### config.mk
export PLATFORM = sky130hd
export DESIGN_NAME = uart_rx_monitor
export DESIGN_NICKNAME = d
export VERILOG_FILES = /design/src/rtl/uart_rx_pkg.sv /design/src/rtl/uart_rx_fifo.sv /design/src/rtl/uart_rx_monitor.sv
export SDC_FILE = /design/constraint.sdc
export NUM_CORES = 1
export LEC_CHECK = 0
export CORE_MARGIN = 5
export CORE_UTILIZATION = 30
export DETAILED_ROUTE_END_ITERATION = 16
export MAX_ROUTING_LAYER = met4
export SLEW_MARGIN = 20
export SYNTH_ARGS = -nofsm -noshare
export SYNTH_HDL_FRONTEND = slang
export SYNTH_HIERARCHICAL = 1
export SYNTH_SLANG_ARGS = --single-unit
### constraint.sdc
create_clock -name clock -period 3.9 [get_ports clock]
set_clock_uncertainty 0.2 [all_clocks]
set_input_delay 0.975 -clock clock [delete_from_list [all_inputs] [get_ports clock]]
set_output_delay 0.975 -clock clock [all_outputs]
set_load 0.1 [all_outputs]
### src/rtl/uart_rx_pkg.sv
// rtl/uart_rx_pkg.sv - shared types and helpers for the UART receive monitor
//
// Purpose: receiver FSM state encoding and a counter-width helper.
// Ports:   none (package).
package uart_rx_pkg;

    typedef enum logic [2:0] {
        ST_IDLE   = 3'd0,
        ST_START  = 3'd1,
        ST_DATA   = 3'd2,
        ST_PARITY = 3'd3,
        ST_STOP   = 3'd4,
        ST_BREAK  = 3'd5
    } rx_state_e;

    // Bits needed to hold every value 0..max_val (at least one bit).
    function automatic int cnt_width(input int max_val);
        return (max_val < 2) ? 1 : $clog2(max_val + 1);
    endfunction

endpackage

### src/rtl/uart_rx_fifo.sv
// rtl/uart_rx_fifo.sv - synchronous show-ahead FIFO for received characters
//
// Purpose: stores characters; head entry is visible on rdata_o without a pop.
// Ports:
//   clk_i, reset_i       clock, synchronous active-high reset
//   push_i, wdata_i      write request and character
//   pop_i                remove head entry (ignored when empty)
//   rdata_o              head entry, 0 when empty
//   valid_o, full_o      non-empty / full flags
//   count_o              occupancy 0..DEPTH
module uart_rx_fifo #(
    parameter int WIDTH = 8,
    parameter int DEPTH = 16
) (
    input  logic                     clk_i,
    input  logic                     reset_i,
    input  logic                     push_i,
    input  logic [WIDTH-1:0]         wdata_i,
    input  logic                     pop_i,
    output logic [WIDTH-1:0]         rdata_o,
    output logic                     valid_o,
    output logic                     full_o,
    output logic [$clog2(DEPTH):0]   count_o
);

    localparam int AW = $clog2(DEPTH);

    logic [WIDTH-1:0] mem_q [DEPTH];
    logic [AW-1:0]    wr_ptr_q, rd_ptr_q;
    logic [AW:0]      count_q;
    logic             do_push, do_pop;

    assign valid_o = (count_q != '0);
    assign full_o  = (count_q == (AW+1)'(DEPTH));
    assign rdata_o = valid_o ? mem_q[rd_ptr_q] : '0;
    assign count_o = count_q;

    // A pop frees a slot in the same cycle, so a full FIFO still accepts a
    // push when it is also being drained.
    assign do_pop  = pop_i && valid_o;
    assign do_push = push_i && (!full_o || do_pop);

    always_ff @(posedge clk_i) begin
        if (do_push) begin
            mem_q[wr_ptr_q] <= wdata_i;
        end
    end

    always_ff @(posedge clk_i) begin
        if (reset_i) begin
            wr_ptr_q <= '0;
            rd_ptr_q <= '0;
            count_q  <= '0;
        end else begin
            if (do_push) begin
                wr_ptr_q <= wr_ptr_q + 1'b1;
            end
            if (do_pop) begin
                rd_ptr_q <= rd_ptr_q + 1'b1;
            end
            if (do_push && !do_pop) begin
                count_q <= count_q + 1'b1;
            end else if (do_pop && !do_push) begin
                count_q <= count_q - 1'b1;
            end
        end
    end

endmodule

### src/rtl/uart_rx_monitor.sv
// rtl/uart_rx_monitor.sv - oversampling UART receiver with framing checks and FIFO
//
// Purpose: samples ser_rx at mid-bit, checks stop bit (and parity when the
// UART_RX_PARITY_EN macro is defined), buffers good characters.
// Ports:
//   clock, reset              clock, synchronous active-high reset
//   ser_rx                    asynchronous serial input, idle high
//   parity_en, parity_odd     parity enable / odd select (UART_RX_PARITY_EN only)
//   rd_data, rd_valid, rd_ready  show-ahead read port
//   fifo_count                buffer occupancy
//   frame_err, parity_err     one-cycle error pulses
//   overflow, clr_status      sticky drop flag and its clear
//   busy, line_idle           receiver activity / quiet-line indication
module uart_rx_monitor
    import uart_rx_pkg::*;
#(
    parameter int CLKS_PER_BIT = 16,
    parameter int DATA_BITS    = 8,
    parameter int FIFO_DEPTH   = 16,
    parameter int IDLE_CYCLES  = 1024
) (
    input  logic                          clock,
    input  logic                          reset,
    input  logic                          ser_rx,
    input  logic                          parity_en,
    input  logic                          parity_odd,
    output logic [DATA_BITS-1:0]          rd_data,
    output logic                          rd_valid,
    input  logic                          rd_ready,
    output logic [$clog2(FIFO_DEPTH):0]   fifo_count,
    output logic                          frame_err,
    output logic                          parity_err,
    output logic                          overflow,
    input  logic                          clr_status,
    output logic                          busy,
    output logic                          line_idle
);

    localparam int CW = cnt_width(CLKS_PER_BIT - 1);
    localparam int BW = cnt_width(DATA_BITS - 1);
    localparam int IW = cnt_width(IDLE_CYCLES);
    localparam logic [CW-1:0] HALF_C   = CW'(CLKS_PER_BIT / 2);
    localparam logic [CW-1:0] LAST_C   = CW'(CLKS_PER_BIT - 1);
    localparam logic [BW-1:0] BIT_LAST = BW'(DATA_BITS - 1);
    localparam logic [IW-1:0] IDLE_MAX = IW'(IDLE_CYCLES);

    rx_state_e            state_q, state_d;
    logic [1:0]           sync_q;
    logic                 rx_s;
    logic [CW-1:0]        clk_cnt_q, clk_cnt_d;
    logic [BW-1:0]        bit_cnt_q, bit_cnt_d;
    logic [DATA_BITS-1:0] shift_q, shift_d;
    logic                 frame_err_q, frame_err_d;
    logic                 overflow_q, overflow_d;
    logic [IW-1:0]        idle_cnt_q, idle_cnt_d;
    logic                 push, fifo_full;
`ifdef UART_RX_PARITY_EN
    logic                 par_ok_q, par_ok_d;
    logic                 parity_err_q, parity_err_d;
`else
    logic                 unused_parity;
    assign unused_parity = parity_en ^ parity_odd;
`endif

    assign rx_s = sync_q[1];

    always_comb begin
        state_d     = state_q;
        clk_cnt_d   = clk_cnt_q + 1'b1;
        bit_cnt_d   = bit_cnt_q;
        shift_d     = shift_q;
        frame_err_d = 1'b0;
        push        = 1'b0;
`ifdef UART_RX_PARITY_EN
        par_ok_d     = par_ok_q;
        parity_err_d = 1'b0;
`endif
        case (state_q)
            ST_IDLE: begin
                clk_cnt_d = '0;
                bit_cnt_d = '0;
                if (!rx_s) begin
                    state_d = ST_START;
                end
            end
            ST_START: begin
                // A start bit that is high again at mid-bit was a glitch.
                if (clk_cnt_q == HALF_C) begin
                    clk_cnt_d = '0;
                    state_d   = rx_s ? ST_IDLE : ST_DATA;
                end
            end
            ST_DATA: begin
                if (clk_cnt_q == LAST_C) begin
                    clk_cnt_d = '0;
                    shift_d   = {rx_s, shift_q[DATA_BITS-1:1]};
                    bit_cnt_d = bit_cnt_q + 1'b1;
                    if (bit_cnt_q == BIT_LAST) begin
`ifdef UART_RX_PARITY_EN
                        state_d = parity_en ? ST_PARITY : ST_STOP;
`else
                        state_d = ST_STOP;
`endif
                    end
                end
            end
`ifdef UART_RX_PARITY_EN
            ST_PARITY: begin
                if (clk_cnt_q == LAST_C) begin
                    clk_cnt_d = '0;
                    par_ok_d  = (((^shift_q) ^ rx_s) == parity_odd);
                    state_d   = ST_STOP;
                end
            end
`endif
            ST_STOP: begin
                if (clk_cnt_q == LAST_C) begin
                    clk_cnt_d = '0;
                    if (rx_s) begin
                        state_d = ST_IDLE;
`ifdef UART_RX_PARITY_EN
                        if (parity_en && !par_ok_q) begin
                            parity_err_d = 1'b1;
                        end else begin
                            push = 1'b1;
                        end
`else
                        push = 1'b1;
`endif
                    end else begin
                        frame_err_d = 1'b1;
                        state_d     = ST_BREAK;
                    end
                end
            end
            ST_BREAK: begin
                clk_cnt_d = '0;
                if (rx_s) begin
                    state_d = ST_IDLE;
                end
            end
            default: begin
                state_d = ST_IDLE;
            end
        endcase
    end

    // A clear in the same cycle as a new drop leaves the flag set.
    assign overflow_d = (overflow_q && !clr_status) || (push && fifo_full && !rd_ready);

    always_comb begin
        idle_cnt_d = idle_cnt_q;
        if (!rx_s) begin
            idle_cnt_d = '0;
        end else if (idle_cnt_q != IDLE_MAX) begin
            idle_cnt_d = idle_cnt_q + 1'b1;
        end
    end

    always_ff @(posedge clock) begin
        if (reset) begin
            sync_q      <= 2'b11;
            state_q     <= ST_IDLE;
            clk_cnt_q   <= '0;
            bit_cnt_q   <= '0;
            shift_q     <= '0;
            frame_err_q <= 1'b0;
            overflow_q  <= 1'b0;
            idle_cnt_q  <= '0;
`ifdef UART_RX_PARITY_EN
            par_ok_q     <= 1'b0;
            parity_err_q <= 1'b0;
`endif
        end else begin
            sync_q      <= {sync_q[0], ser_rx};
            state_q     <= state_d;
            clk_cnt_q   <= clk_cnt_d;
            bit_cnt_q   <= bit_cnt_d;
            shift_q     <= shift_d;
            frame_err_q <= frame_err_d;
            overflow_q  <= overflow_d;
            idle_cnt_q  <= idle_cnt_d;
`ifdef UART_RX_PARITY_EN
            par_ok_q     <= par_ok_d;
            parity_err_q <= parity_err_d;
`endif
        end
    end

    uart_rx_fifo #(
        .WIDTH (DATA_BITS),
        .DEPTH (FIFO_DEPTH)
    ) u_fifo (
        .clk_i   (clock),
        .reset_i (reset),
        .push_i  (push),
        .wdata_i (shift_q),
        .pop_i   (rd_ready),
        .rdata_o (rd_data),
        .valid_o (rd_valid),
        .full_o  (fifo_full),
        .count_o (fifo_count)
    );

    assign frame_err = frame_err_q;
    assign overflow  = overflow_q;
    assign busy      = (state_q != ST_IDLE);
    assign line_idle = (idle_cnt_q == IDLE_MAX);
`ifdef UART_RX_PARITY_EN
    assign parity_err = parity_err_q;
`else
    assign parity_err = 1'b0;
`endif

endmodule

==> results of run 1 <==
-- placed cells by master, fill, tap and decap left out, types with 13 or more instances in the layout --
| cell | count |
|---|---|
| xor2_1 | 14 |
| mux4_2 | 23 |
| mux2i_1 | 13 |
| edfxtp_1 | 128 |
| clkbuf_16 | 17 |
| nor2_1 | 48 |
| nand2_1 | 28 |
| buf_4 | 32 |
| inv_1 | 13 |
| a21oi_1 | 17 |
| ha_1 | 15 |
| a211oi_1 | 16 |
| dfxtp_1 | 50 |
-- worst max-delay path, stage by stage (launching register included) --
cell	delay [ns]
dfxtp_1	0.64
buf_12	0.24
mux4_1	0.17
nor2b_1	0.15
a211oi_1	0.06
a211oi_1	0.47
buf_12	0.24
-- registers in the layout, indices dropped and copies added (netlist names), 2 cells and up, named ones only --
signal / flops
clk_cnt_q: 4
state_q: 3
shift_q: 8
idle_cnt_q: 11
sync_q: 2
u_fifo/wr_ptr_q: 4
bit_cnt_q: 3
u_fifo/count_o: 5
u_fifo/rd_ptr_q: 4
u_fifo/mem_q: 128
-- logic make-up after synthesis --
kind of cell,Yosys count,share of synthesized area (%)
AO/OA/AOI/OAI,50,4.50
XOR/XNOR,19,2.24
adder cells (fa/ha/maj),16,2.80
buffers and inverters,41,2.97
flip-flops,178,65.3
multiplexers,47,12.2
other,1,0.0505
AND/OR/NAND/NOR,143,9.96
-- synth_stat cells (all sizes together), types with 2 or more instances --
| library cell | count |
|---|---|
| nor4 | 4 |
| nand3 | 8 |
| a21oi | 17 |
| or2 | 2 |
| buf | 18 |
| mux4 | 32 |
| xnor2 | 5 |
| mux2i | 13 |
| mux2 | 2 |
| and4b | 2 |
| a21boi | 3 |
| or4 | 3 |
| nand2b | 6 |
| xor2 | 14 |
| nand2 | 28 |
| nor2b | 10 |
| o211ai | 4 |
| a211oi | 16 |
| o21ai | 6 |
| and3 | 6 |
| nor2 | 49 |
| inv | 13 |
| edfxtp | 128 |
| ha | 15 |
| or3 | 2 |
| nor3 | 9 |
| nand4 | 5 |
| dfxtp | 50 |
| a21o | 2 |
| clkbuf | 10 |
-- worst paths after layout --
| check | start | to | depth (start not counted) |
|---|---|---|---|
| min reg2reg | sync_q[0] | sync_q[1] | 1 |
| max | flip-flop | rd_data[7] | 6 |
| max reg2reg | clk_cnt_q[0] | u_fifo/count_o[4] | 11 |
| min | sync_q[0] | sync_q[1] | 1 |
-- routing by layer --
metal	part of all wire, %	up-vias	global-route usage (%)
met4	1.0	0	3.49
li1	-	1949	-
met5	0	-	-
met2	51	58	17.9
met3	3.7	12	2.76
met1	44	2033	13.8
-- layout make-up --
class                           count  area (sq um)  area share [%]
Multi-Input combinational cell    276          2360            27.0
Sequential cell                   178          4840            55.4
Inverter                           13          48.8           0.558
Tap cell                          324           405            4.63
Clock inverter                     15           184            2.10
Clock buffer                       17           425            4.86
Timing Repair Buffer               46           480            5.49
-- power groups by stage --
stage	Combinational (mW)	Clock [mW]	Sequential, mW
after floorplan	0.0367	0	2.05
after global placement	0.0480	0	2.05
after detailed placement	0.0505	0	2.05
after CTS	0.0507	1.76	2.01
after global routing	0.0558	1.85	2.01
final	0.0501	1.72	2.01
-- through the flow --
stage               cell area (sq um)  setup slack [ns]  total power, mW  utilization (%)
floorplan                        7420            -0.929             2.09                -
global placement                 8140             0.266             2.10             33.5
detailed placement               8140             0.218             2.10             33.5
CTS                              8750             0.207             3.82             36.0
global route                     8750             0.170             3.91             36.0
finish                           8750             0.318             3.78             36.0
==> out/results.md, run 1 <==
| Metric | This run | Unit |
|:---|:---|:---|
| Async set-reset flop share out of synthesis | 0 | % |
| Share of power burned in the clock network | 45.5 | % |
| Synth Net Count | 518 | - |
| Half-perimeter wire length of the detailed placement result | 9.53 | mm |
| Remaining antenna violation count | 0 | - |
| Layout cells sized above 1 | 20.0 | % |
| Top Ports | 26 | - |
| Pin slew with the least headroom to its limit | 0.707 | ns |
| Via count | 4052 | - |
| Setup TNS | 0 | ns |
| Synth cell types | 55 | - |
| Area growth from synthesis to layout | 17.8 | % |
| Total number of placement rows | 57 | - |
| Required @ worst endpoint | 2.72 | ns |
| Number of synthesized register bits | 178 | - |
| Crit start category | flip-flop | - |
| Antenna violations before repair | 0 | - |
| Tmin final | 3.58 | ns |
| Max-capacitance violation count | 0 | - |
| Antenna diode instance count | 0 | - |
| Area of the placeable core | 24300 | sq um |
| Design internal power | 2.94 | mW |
| Power Dens Cells | 432 | nW/um^2 |
| Slew Limit Fails | 0 | - |
| Ranking of synthesized cells by area | edfxtp_1 (52%), dfxtp_1 (13%), mux4_2 (7.0%) | - |
| Clock insertion delay at the later pin of the skew report | 0.42 | ns |
| Type of the most critical hold path | flip-flop to flip-flop | - |
| Hold Worst Slack | 0.214 | ns |
| Clk root buf | clkbuf_16 | - |
| RSZ-0062 raised after global routing | false | - |
| Most used flip-flop cell after synthesis | edfxtp_1 | - |
| Overflow after GRT | 0 | - |
| Clock-pin transition on the worst setup and hold timing paths | 0.07 | ns |
| Placed cells | 837 | - |
| Leakage power total | 2.94 | nW |
| Status | finished, final reports clean | - |
| Wire length per cell after detailed routing | 16.7 | um |
| CTS tree | yes | - |
| Final critical-path share of the clock period | 91.8 | % |
| Via count of the first global-routing pass | 4292 | - |
| Total number of yosys warnings | 6 | - |
| Final cell count without fillers | 869 | - |
| Gpl congestion | 0.802 | - |
| Total wire length | 14.5 | mm |
| Pin count of the biggest net entering global routing | 34 | - |
| Number of buffers inserted to repair setup after CTS | 0 | - |
| Reg-to-reg setup timing slack | 0.69 | ns |
| Mapped Avg Cell Area | 15.0 | sq um |
| Logic gate share of total power | 1.3 | % |
| Finish-stage setup viols | 0 | - |
| Peak Freq | 279 | MHz |
| Floorplan die height | 167 | um |
| Deepest level of the CTS H-tree | 4 | - |
| Net count reported at finish | 555 | - |
| Hold buffer count at CTS | 0 | - |
| Worst endpoint data arrival time | 2.41 | ns |
| Deepest clock path buffer count | 2 | - |
| Hold Vio Cnt, Final | 0 | - |
| DR pass1 iterations | 4 | - |
| Post-synth design cell area | 7420 | sq um |
| Count of mapped cells out of synthesis | 495 | - |
| Seq/Total Area, Yosys | 65.3 | % |
| Via-per-instance ratio | 4.66 | - |
| Max Fanout on Critical Path | 17 | - |
| Overall die width | 167 | um |
| Wire length of the first global-routing pass | 23.5 | mm |
| Initial cell density of the core | 30.5 | % |
| Number of buffer cells added on primary ports | 22 | - |
| Number of buffers added by the clock tree synthesis step | 17 | - |
| Library cell occupying the most area in the post-synthesis netlist | edfxtp_1 | - |
| CP Class | flip-flop to output port | - |
| Overall Global Routing Usage | 11.1 | % |
| Number of instances resized during post-cts repair | 0 | - |
| Rel. slew slack | 52.8 | % |
| Switching share of power | 22.1 | % |
| Die area | 28000 | sq um |
| DRC violation count after routing | 0 | - |
| Clock tree sinks | 178 | - |
| Area share of the leading cell type in the synthesized netlist | 51.8 | % |
| Final-layout fill cell count | 2248 | - |
| Kind of capture point of the worst setup path | output port | - |
| Number of enable-type register cells in the synthesized netlist | 128 | - |
| Detailed Route Iter0 Violations | 252 | - |
| Switching component of the power | 0.835 | mW |
| Highest ir drop seen on vdd | 0.231 | mV |
| Register share of total power | 53.2 | % |
Power figures use the tool's default switching activity.
==> run 2, diff against run 1 <==
- CORE_UTILIZATION: 30 -> 65
- PLACE_DENSITY: unset -> 0.84
- TNS_END_PERCENT: unset -> 50
- clock period: 3.9 -> 4.25 ns (I/O delays scaled with it)
==> out/results.md, run 2 (same netlist as run 1, synthesis figures left out) <==
| Metric | This run | Unit | Change |
|:---|:---|:---|:---|
| Pre-CTS setup slack | 0.321 | ns | +0.103 ns |
| Most common library cell in the layout ignoring fill and taps | edfxtp_1 | - |  |
| Hold buffer count at CTS | 0 | - | unchanged |
| Number of instances resized during post-cts repair | 0 | - | unchanged |
| Antenna diode instance count | 0 | - | unchanged |
| Top register by number of flip-flops | u_fifo/mem_q | - |  |
| RSZ-0062 raised after global routing | false | - |  |
| Leakage power total | 2.90 | nW | -1.4% |
| Remaining antenna violation count | 0 | - | unchanged |
| Hold Worst Slack | 0.222 | ns | +0.00886 ns |
| Registers with the highest flip-flop counts | u_fifo/mem_q (128), idle_cnt_q (11), shift_q (8) | - |  |
| Deepest level of the CTS H-tree | 4 | - | unchanged |
| Critical-path cell list | buf_4, buf_4, mux4_1, a211oi_1, a211oi_1, buf_12 | - |  |
| Slew Limit Fails | 0 | - | unchanged |
| Pin count of the biggest net entering global routing | 34 | - | unchanged |
| Required @ worst endpoint | 2.99 | ns | +0.27 ns |
| Total wire length | 14.6 | mm | +0.88% |
| Type of the most critical hold path | flip-flop to flip-flop | - |  |
| Slowest library cell on the worst path | dfxtp_1 | - |  |
| Net count reported at finish | 548 | - | -1.3% |
| Via count of the first global-routing pass | 4295 | - | +0.070% |
| Initial cell density of the core | 65.6 | % | +35 points |
| Hold Vio Cnt, Final | 0 | - | unchanged |
| Area growth from synthesis to layout | 14.1 | % |  |
| Wire length of the first global-routing pass | 23.3 | mm | -0.70% |
| Total number of placement rows | 39 | - | -32% |
| Flip-flop count of the largest register after layout | 128 | - | unchanged |
| Final design area excluding fillers | 8470 | sq um | -3.2% |
| Number of buffers added by the clock tree synthesis step | 17 | - | unchanged |
| Via-per-instance ratio | 6.21 | - | +33% |
| Peak Freq | 252 | MHz |  |
| Final cell count without fillers | 681 | - | -22% |
| CTS tree | yes | - |  |
| CP Class | flip-flop to output port | - |  |
| Max-capacitance violation count | 0 | - | unchanged |
| Area of the placeable core | 11300 | sq um | -53% |
| Cell type group with the largest total delay on the critical path | buffers and inverters | - |  |
| Number of buffer cells added on primary ports | 22 | - | unchanged |
| Kind of capture point of the worst setup path | output port | - |  |
| Worst path setup slack after routing | 0.276 | ns | -0.0427 ns |
| Clock tree sinks | 178 | - | unchanged |
| Via count | 4226 | - | +4.3% |
| Highest ir drop seen on vdd | 0.257 | mV | +11% |
| Max Fanout on Critical Path | 9 | - | -8 |
| Placed cells | 649 | - | -22% |
| Half-perimeter wire length of the detailed placement result | 8.96 | mm | -6.0% |
| Crit start category | flip-flop | - |  |
| Clock-pin transition on the worst setup and hold timing paths | 0.06 | ns | about the same |
| Gpl congestion | 0.893 | - | +11% |
| Wire length per cell after detailed routing | 21.5 | um | +29% |
| Clock insertion delay at the later pin of the skew report | 0.42 | ns | about the same |
| DR pass1 iterations | 6 | - | +2 |
| Detailed Route Iter0 Violations | 380 | - | +51% |
| Power Dens Cells | 410 | nW/um^2 | -5.2% |
| Overall die width | 117 | um | -30% |
| Number of buffers inserted to repair setup after CTS | 0 | - | unchanged |
| Tmin final | 3.97 | ns |  |
| Floorplan die height | 117 | um | -30% |
| Deepest clock path buffer count | 2 | - | unchanged |
| Die area | 13700 | sq um | -51% |
| Antenna violations before repair | 0 | - | unchanged |
| Status | finished, final reports clean | - |  |
| Biggest cell delay along the critical path | 0.66 | ns | +0.02 ns |
| Top Ports | 26 | - | unchanged |
| Layout cells sized above 1 | 17.1 | % | -2.9 points |
| Finish-stage setup viols | 0 | - | unchanged |
| Sum of buffers and inverters on the critical path | 3 | - | +1 |
| Final critical-path share of the clock period | 93.5 | % |  |
| Worst endpoint data arrival time | 2.71 | ns | +0.30 ns |
| Overflow after GRT | 0 | - | unchanged |
| Overall Global Routing Usage | 24.0 | % | +13 points |
| Pin slew with the least headroom to its limit | 0.973 | ns | +0.266 ns |
| DRC violation count after routing | 0 | - | unchanged |
| Clk root buf | clkbuf_16 | - |  |
| Cell area after placement | 7850 | sq um | -3.5% |
| Rel. slew slack | 34.9 | % | -18 points |
| Most frequent cells in the layout | edfxtp_1 (128), dfxtp_1 (50), nor2_1 (48) | - |  |
-- run 2: cell types whose count changed in the layout (fill, tap and decap cells not counted), moves of 2 or more --
cell,change
clkbuf_8,+4
buf_12,-2
clkdlybuf4s50_1,+7
buf_4,-12
inv_1,+2
inv_8,-4
clkinv_8,-2
clkbuf_16,+4
clkinv_4,-3
inv_6,-2
-- run 2: metal layers --
metal  vias up  track usage, %  part of all wire [%]
met1      2096            31.1                    41
met3        27            4.52                   6.4
li1       1929               -                     -
met5         -               -                     0
met4         0            7.26                   2.1
met2       174            39.2                    51
-- run 2: worst register-to-register path: stages (launching register included) --
cell      delay (ns)
dfxtp_1         0.38
ha_1            0.20
and3_1          0.30
and4b_1         0.34
a21boi_2        0.36
ha_1            0.27
inv_1           0.11
ha_1            0.34
nand2b_1        0.08
a21oi_1         0.20
mux2i_1         0.23
mux2_2          0.35
-- run 2: final timing paths --
check | from | end | cells past startpoint | slack [ns]
max | flip-flop | rd_data[4] | 6 | 0.28
min | sync_q[0] | sync_q[1] | 1 | 0.22
max reg2reg | clk_cnt_q[0] | u_fifo/count_o[4] | 11 | 0.80
min reg2reg | sync_q[0] | sync_q[1] | 1 | 0.22
-- run 2: cell type report --
class | count | area [sq um]
clock buffer | 26 | 584
timing repair buffer | 39 | 420
clock inverter | 6 | 35.0
sequential | 178 | 4840
tap | 143 | 179
multi-input combinational | 276 | 2360
inverter | 13 | 48.8
fill | 667 | 2850
-- run 2: stage by stage --
stage / total power [mW] / utilization (%) / setup TNS [ns]
2_1_floorplan: 1.92 / - / -5.34
3_3_place_gp: 1.93 / 69.4 / 0
3_5_place_dp: 1.93 / 69.4 / 0
4_1_cts: 3.49 / 74.8 / 0
5_1_grt: 3.58 / 74.8 / 0
6_report: 3.47 / 74.8 / 0
-- run 2: power breakdown --
group / switching [mW] / internal, mW
logic: 0.0305 / 0.0138
registers: 0.00714 / 1.84
clock network: 0.629 / 0.950
total: 0.666 / 2.80
==> run 3, diff against run 2 <==
- clock period: 4.25 -> 4.85 ns (I/O delays scaled with it)
==> out/results.md, run 3 (same netlist as run 1, synthesis figures left out) <==
| Metric | This run | Unit | Change |
|:---|:---|:---|:---|
| Remaining antenna violation count | 0 | - | unchanged |
| Worst endpoint data arrival time | 2.92 | ns | +0.21 ns |
| Status | finished, final reports clean | - |  |
| Via-per-instance ratio | 6.19 | - | -0.18% |
| DR pass1 iterations | 6 | - | unchanged |
| Final design area excluding fillers | 8320 | sq um | -1.8% |
| Type of the most critical hold path | flip-flop to flip-flop | - |  |
| Slew Limit Fails | 0 | - | unchanged |
| Top register by number of flip-flops | u_fifo/mem_q | - |  |
| Leakage power total | 2.81 | nW | -3.1% |
| RR Endpoint | u_fifo/count_o[4] | - |  |
| Number of instances resized during post-cts repair | 0 | - | unchanged |
| Hold Vio Cnt, Final | 0 | - | unchanged |
| Deepest clock path buffer count | 2 | - | unchanged |
| Hold buffer count at CTS | 0 | - | unchanged |
| Flip-flop count of the largest register after layout | 128 | - | unchanged |
| Tmin final | 4.33 | ns |  |
| Switching component of the power | 0.569 | mW | -15% |
| Die area | 13700 | sq um | unchanged |
| Initial cell density of the core | 65.6 | % | unchanged |
| Overall Global Routing Usage | 24.6 | % | +0.61 points |
| Number of buffer cells added on primary ports | 22 | - | unchanged |
| Area growth from synthesis to layout | 12.0 | % |  |
| Required @ worst endpoint | 3.44 | ns | +0.45 ns |
| Net count reported at finish | 541 | - | -1.3% |
| Clock insertion delay at the later pin of the skew report | 0.42 | ns | about the same |
| Via count of the first global-routing pass | 4228 | - | -1.6% |
| Deepest level of the CTS H-tree | 4 | - | unchanged |
| Highest ir drop seen on vdd | 0.240 | mV | -6.7% |
| Total wire length | 14.7 | mm | +0.62% |
| Via count | 4169 | - | -1.3% |
| Worst min-delay path startpoint | sync_q[0] | - |  |
| CP Class | flip-flop to output port | - |  |
| Logic gate share of total power | 1.3 | % | about the same |
| Number of buffers added by the clock tree synthesis step | 17 | - | unchanged |
| Final cell count without fillers | 673 | - | -1.2% |
| Clk root buf | clkbuf_16 | - |  |
| Antenna violations before repair | 0 | - | unchanged |
| Crit path to | rd_valid | - |  |
| Overall die width | 117 | um | unchanged |
| Peak Freq | 231 | MHz |  |
| Switching share of power | 18.7 | % | -0.54 points |
| Crit start category | flip-flop | - |  |
| Kind of capture point of the worst setup path | output port | - |  |
| Cell area after placement | 7720 | sq um | -1.7% |
| Most frequent cells in the layout | edfxtp_1 (128), dfxtp_1 (50), nor2_1 (48) | - |  |
| Gpl congestion | 0.850 | - | -4.9% |
| CTS tree | yes | - |  |
| Most common library cell in the layout ignoring fill and taps | edfxtp_1 | - |  |
| Antenna diode instance count | 0 | - | unchanged |
| Floorplan die height | 117 | um | unchanged |
| Pre-CTS setup slack | 0.718 | ns | +0.397 ns |
| Total number of placement rows | 39 | - | unchanged |
| Rel. slew slack | 34.3 | % | -0.65 points |
| Wire length of the first global-routing pass | 23.7 | mm | +1.7% |
| Worst path setup slack after routing | 0.519 | ns | +0.243 ns |
| Max-capacitance violation count | 0 | - | unchanged |
| Layout cells sized above 1 | 15.3 | % | -1.8 points |
| Design internal power | 2.48 | mW | -12% |
| Overflow after GRT | 0 | - | unchanged |
| Number of buffers inserted to repair setup after CTS | 0 | - | unchanged |
| Pin slew with the least headroom to its limit | 0.983 | ns | +0.00977 ns |
| DRC violation count after routing | 0 | - | unchanged |
| Clock tree sinks | 178 | - | unchanged |
| Area of the placeable core | 11300 | sq um | unchanged |
| Final-layout fill cell count | 685 | - | +2.7% |
| RSZ-0062 raised after global routing | false | - |  |
| Placed cells | 642 | - | -1.1% |
| Power Dens Cells | 367 | nW/um^2 | -11% |
| Share of power burned in the clock network | 45.6 | % | about the same |
| Detailed Route Iter0 Violations | 392 | - | +3.2% |
| Reg-to-reg setup timing slack | 1.45 | ns | +0.65 ns |
| Wire length per cell after detailed routing | 21.8 | um | +1.8% |
| Max Fanout on Critical Path | 9 | - | unchanged |
| FF-to-FF Start | clk_cnt_q[0] | - |  |
| Half-perimeter wire length of the detailed placement result | 9.00 | mm | +0.45% |
| Clock-pin transition on the worst setup and hold timing paths | 0.06 | ns | about the same |
| Finish-stage setup viols | 0 | - | unchanged |
| Register share of total power | 53.1 | % | about the same |
| R2r worst-path depth | 11 | - | unchanged |
| Top Ports | 26 | - | unchanged |
| Registers with the highest flip-flop counts | u_fifo/mem_q (128), idle_cnt_q (11), shift_q (8) | - |  |
| Pin count of the biggest net entering global routing | 35 | - | +2.9% |
| Final critical-path share of the clock period | 89.3 | % |  |
| Launch point of the critical path | u_fifo/count_o[0] | - |  |
==> run 3: worst min path at each step <==
stage,cells past startpoint,slack (ns),to
6_report,1,0.22,sync_q[1]
5_1_grt,1,0.22,sync_q[1]
4_1_cts,1,0.22,sync_q[1]
3_5_place_dp,1,0.20,sync_q[1]
3_3_place_gp,1,0.19,sync_q[1]
2_1_floorplan,1,0.19,sync_q[1]
==> run 3: cell type report <==
cell class / instances / area, sq um / area share, %
Sequential cell: 178 / 4840 / 58.3
Timing Repair Buffer: 32 / 285 / 3.43
Clock inverter: 11 / 163 / 1.96
Tap cell: 143 / 179 / 2.15
Inverter: 13 / 48.8 / 0.587
Clock buffer: 20 / 437 / 5.25
Multi-Input combinational cell: 276 / 2360 / 28.4
==> run 3: routing by layer <==
metal,GRT usage [%],vias to the layer above,routed length [um]
li1,-,1916,-
met1,32.3,2073,5970
met2,39.7,167,7640
met3,5.19,13,952
met4,6.65,0,144
met5,-,-,0
==> run 3: critical path: stages (launching register included) <==
cell	delay, ns
dfxtp_1	0.37
or4_4	0.60
nor2_2	0.44
inv_1	0.10
clkdlybuf4s50_1	0.99
==> run 3: through the flow <==
step                util (%)  setup TNS [ns]  total power [mW]  hold slack [ns]
finish                  73.5               0              3.05            0.216
global placement        68.2               0              1.69            0.195
floorplan                  -           -1.74              1.68            0.189
global route            73.5               0              3.16            0.224
detailed placement      68.2               0              1.69            0.205
CTS                     73.5               0              3.07            0.222
==> run 3: power groups by stage <==
stage / Combinational, mW / Sequential, mW / Clock [mW]
after floorplan: 0.0295 / 1.65 / 0
after global placement: 0.0373 / 1.65 / 0
after detailed placement: 0.0387 / 1.65 / 0
after CTS: 0.0391 / 1.62 / 1.42
after global routing: 0.0430 / 1.62 / 1.50
final: 0.0390 / 1.62 / 1.39
==> patch 1, RTL diff (settings of run 1) <==
Take the reset off `shift_q` and load it in a clocked block of its own.
--- a/src/rtl/uart_rx_monitor.sv
+++ b/src/rtl/uart_rx_monitor.sv
@@ -165,3 +165,2 @@
             bit_cnt_q   <= '0;
-            shift_q     <= '0;
             frame_err_q <= 1'b0;
@@ -178,3 +177,2 @@
             bit_cnt_q   <= bit_cnt_d;
-            shift_q     <= shift_d;
             frame_err_q <= frame_err_d;
@@ -187,2 +185,6 @@
         end
+    end
+
+    always_ff @(posedge clock) begin
+        shift_q <= shift_d;
     end
Formal check against the unedited RTL: same outputs for any inputs over 10 cycles, from zero or initial values and one cycle with reset high; that may be too few to reach the edited logic, so the function may still have changed.
==> patch 1 against run 1 <==
Via count is 0.39% higher. Global-route usage is 0.42 points lower. Die area hardly changed. Wire length is 3.1% lower. Cell area is 0.47% lower. Sequential cell count stayed put. Setup slack worse by 37 ps. First-iteration DRC count is 34% lower. Area after synthesis hardly changed.
Power is not compared: it rests on default switching activity, and its combinational part moved more than twofold at a synthesized area within 25%.
==> patch 1: results (changes against run 1) <==
post-synthesis sequential area ratio 66.39% (+1.1 points); via density per instance 4.769 (+2.3%); r2r startpoint clk_cnt_q[0]$_SDFF_PP0_; Via Count 4,068 (+0.39%); dpl cells 821 (-1.9%); setup slack on the worst flop-to-flop path 440 ps (-250 ps); critical path arrival 2440 ps (+30 ps); setup bufs post-CTS 0 (unchanged); DP Worst Slack 256.7 ps (+38.83 ps); vias in the first global route 4,262 (-0.70%); Synth cell types 61 (+11%); ys async rst share 0% (unchanged); R2R depth 13 (+2); Final period util 92.78% (+0.94 points); Cell Area, Placed 8148 um2 (+0.12%); Slew @ Worst Pin 966.4 ps (+259.3 ps); input/output buffers 22 (unchanged); Mapped Cells 475 (-4.0%); GRT Total Usage 10.65% (-0.42 points); syn nets 498 (-3.9%); ant diodes 0 (unchanged); pin count of the biggest net entering global routing 33 (-2.9%); synth cell count leaders edfxtp_1 (136), nor2_1 (47), dfxtp_1 (42); share of post-route cells with drive strength above 1 20.79% (+0.79 points); Max Buffers Root-to-Sink 2 (unchanged); HPWL Detailed 9.270 mm (-2.8%); ranking of synthesized cells by area edfxtp_1 (55%), dfxtp_1 (11%), mux4_2 (7.0%); # nets final 539 (-2.9%); # resized after CTS 0 (unchanged); htree depth 4 (unchanged); number of synthesized flops with an enable pin 136 (+6.3%); wire length per cell 16.46 um (-1.2%); initial antenna violation count 0 (unchanged); result of the run finished clean; Critical Path Fanout Max 32 (+15); Root Buffer clkbuf_16; first-pass GRT wire length 22.69 mm (-3.3%); Iter 0 DRT Violations 167 (-34%); routability-driven placement congestion ratio 0.7634 (-4.8%)
## patch 1: worst min path at each step
stage / endpoint / slack, ps / cells after the start
finish: sync_q[1]$_SDFF_PP1_ / 210 / 1
global route: sync_q[1]$_SDFF_PP1_ / 230 / 1
CTS: sync_q[1]$_SDFF_PP1_ / 210 / 1
detailed placement: sync_q[1]$_SDFF_PP1_ / 200 / 1
global placement: sync_q[1]$_SDFF_PP1_ / 190 / 1
floorplan: sync_q[1]$_SDFF_PP1_ / 190 / 1
## patch 1: cell type report
class                   instances  area (um2)
repair buffers                 48       485.5
flip-flops and latches        178        4925
clock buffers                  17       425.4
inverters                      16       60.06
multi-input cells             255        2272
well taps                     324       405.4
clock inverters                15       132.6
fillers                      2256       15610
## patch 1: critical path, cell delays in order, from the launching register on
cell and delay (ps):
dfxtp_1 360, buf_12 240, mux4_1 590, nor2b_1 140, a211oi_1 250, a211oi_1 170
buf_12 260
## patch 1: metal layers
layer | vias to the layer above | GRT usage (%) | share of wire (%)
met5 | - | - | 0
met4 | 0 | 2.999 | 1.0
met3 | 20 | 2.570 | 3.2
met2 | 78 | 17.42 | 49
met1 | 2064 | 13.32 | 46
li1 | 1906 | - | -
## patch 1: cell families after synthesis
logic type / share of synthesized area (%)
other cells: 0.05055
buf+inv: 2.985
xor+xnor: 2.243
fa+ha+maj: 2.800
mux: 11.94
compound gates: 4.925
simple gates: 8.669
flops: 66.39
## patch 1: power groups by stage
stage          Combinational (mW)  Sequential, mW  Clock, mW
6_report                     1.97            2.11       1.59
5_1_grt                      2.06            2.12       1.72
2_1_floorplan                1.27            2.30          0
3_3_place_gp                 1.94            2.15          0
4_1_cts                      1.97            2.11       1.64
3_5_place_dp                 1.97            2.15          0
==> patch 2, RTL diff (config.mk and constraints of run 1) <==
Made on the original files. `CLKS_PER_BIT`: 16 -> 17.
--- a/src/rtl/uart_rx_monitor.sv
+++ b/src/rtl/uart_rx_monitor.sv
@@ -16,3 +16,3 @@
 #(
-    parameter int CLKS_PER_BIT = 16,
+    parameter int CLKS_PER_BIT = 17,
     parameter int DATA_BITS    = 8,
Check against the original RTL: same outputs for any inputs over 10 cycles, from zero or initial values and one cycle with reset high; that may be too few to reach the edited logic, so the function may still have changed.
==> patch 2 against run 1 <==
Cell area up 0.27%. Largest cell class unchanged. Setup slack worse by 57 ps. Sequential cell count rose by 1. Highest routed layer unchanged. Sequential share of layout area is 0.078 points higher. Area after synthesis grew 1.2%. Critical path type unchanged. Wire length grew 0.68%. Synthesized cell count grew 2.4%. Cell count increased by 1.6%. Count of clock-buffer cells in the layout did not move. Worst hold slack better by 2.2 ps.
Power is not compared: it rests on default switching activity, and its combinational part moved more than twofold at a synthesized area within 25%.
==> patch 2: results (changes against run 1) <==
Cell Area, Placed 8215 um2 (+0.95%); Slew @ Worst Pin 962.5 ps (+255.4 ps); drt first pass iters 4 (unchanged); max incr delay on CP 510 ps (-130 ps); result of the run finished clean; family with the most delay on the worst path buffers and inverters; Largest regs u_fifo/mem_q: 128 flops, idle_cnt_q: 11 flops, shift_q: 8 flops; Non-Filler Instances 883 (+1.6%); M2 GR Usage 17.14% (-0.72 points); Critical Path Fanout Max 19 (+2); CP max-delay cell dfxtp_1; Hold WS 215.8 ps (+2.239 ps); pin count of the biggest net entering global routing 33 (-2.9%); routability-driven placement congestion ratio 0.8071 (+0.65%); critical path arrival 2460 ps (+50 ps); HPWL Detailed 9.540 mm (about the same); sequential power share 41.8%; GRT Total Usage 10.89% (-0.18 points); reg-to-reg endpoint u_fifo/count_o[4]$_SDFFE_PP0P_; met1 global-route usage 14.14% (+0.34 points); Routed WL 14.58 mm (+0.68%); Via Count 4,216 (+4.0%); setup slack on the worst flop-to-flop path 540 ps (-150 ps); synth cell count leaders edfxtp_1 (128), dfxtp_1 (51), nor2_1 (43); first-pass GRT wire length 23.45 mm (about the same); initial antenna violation count 0 (unchanged); vias in the first global route 4,319 (+0.63%); synth warn 6 (unchanged); share of post-route cells with drive strength above 1 18.99% (-1.0 points); R2R depth 13 (+2); Skew-Pair Late Insertion Delay 420 ps (about the same); # nets final 564 (+1.6%); fin crit period 3639 ps (+57.05 ps); GR Layer Usage met3 2.911% (+0.15 points); Post-Syn Area per Cell 14.82 um2 (-1.2%); ranking of synthesized cells by area edfxtp_1 (51%), dfxtp_1 (14%), mux4_2 (6.9%); fill count 2,344 (+4.3%); Iter 0 DRT Violations 159 (-37%); CTS buffer count 17 (unchanged); hold path cells 1 (unchanged); post-synthesis sequential area ratio 64.76% (-0.51 points); dpl cells 852 (+1.8%); syn nets 530 (+2.3%); Synth cell types 58 (+5.5%); DP Worst Slack 260.8 ps (+42.94 ps)
[patch 2: changes by cell type in the layout (fill, tap and decap cells not counted), moves of 3 or more]
cell | before | now
nor4_1 | 4 | 8
nor2_1 | 48 | 43
buf_4 | 32 | 29
a21oi_1 | 17 | 21
xnor2_1 | 5 | 8
nor3b_1 | 0 | 3
[patch 2: how the worst max path moves through the flow]
stage | end | cells after the start
floorplan | rd_data[0] | 3
global placement | u_fifo/count_o[4]$_SDFFE_PP0P_ | 9
detailed placement | u_fifo/count_o[4]$_SDFFE_PP0P_ | 9
CTS | rd_data[0] | 6
global route | rd_data[5] | 6
finish | rd_data[0] | 6
[patch 2: kinds of logic after synthesis]
kind of cell               after synthesis  synth area share [%]
AOI/OAI and AO/OA                       55                 4.930
and+or+nand+nor                        147                 10.18
xor gates and xnor gates                20                 2.332
muxes                                   46                 11.93
DFF                                    179                 64.76
buffers and inverters                   43                 3.065
adders and majority gates               16                 2.765
other                                    1               0.04992
[patch 2: per-layer routing]
| metal | vias to the layer above | routed length [um] |
|---|---|---|
| met3 | 6 | 509 |
| met5 | - | 0 |
| li1 | 1995 | - |
| met1 | 2139 | 6708 |
| met2 | 76 | 7274 |
| met4 | 0 | 91 |
[patch 2: cell type report]
class / instances / area, um2 / area share, %
Multi-Input combinational cell: 285 / 2417 / 27.56
Clock buffer: 17 / 425.4 / 4.850
Clock inverter: 14 / 130.1 / 1.484
Inverter: 14 / 52.55 / 0.5991
Sequential cell: 179 / 4865 / 55.46
Timing Repair Buffer: 44 / 467.9 / 5.335
Tap cell: 330 / 412.9 / 4.708
[patch 2: metrics by stage]
step                power (mW)  utilization (%)
finish                   4.988            35.24
global route             5.192            35.24
CTS                      5.048            35.24
detailed placement       3.439            33.00
global placement         3.416            33.00
floorplan                3.072                -
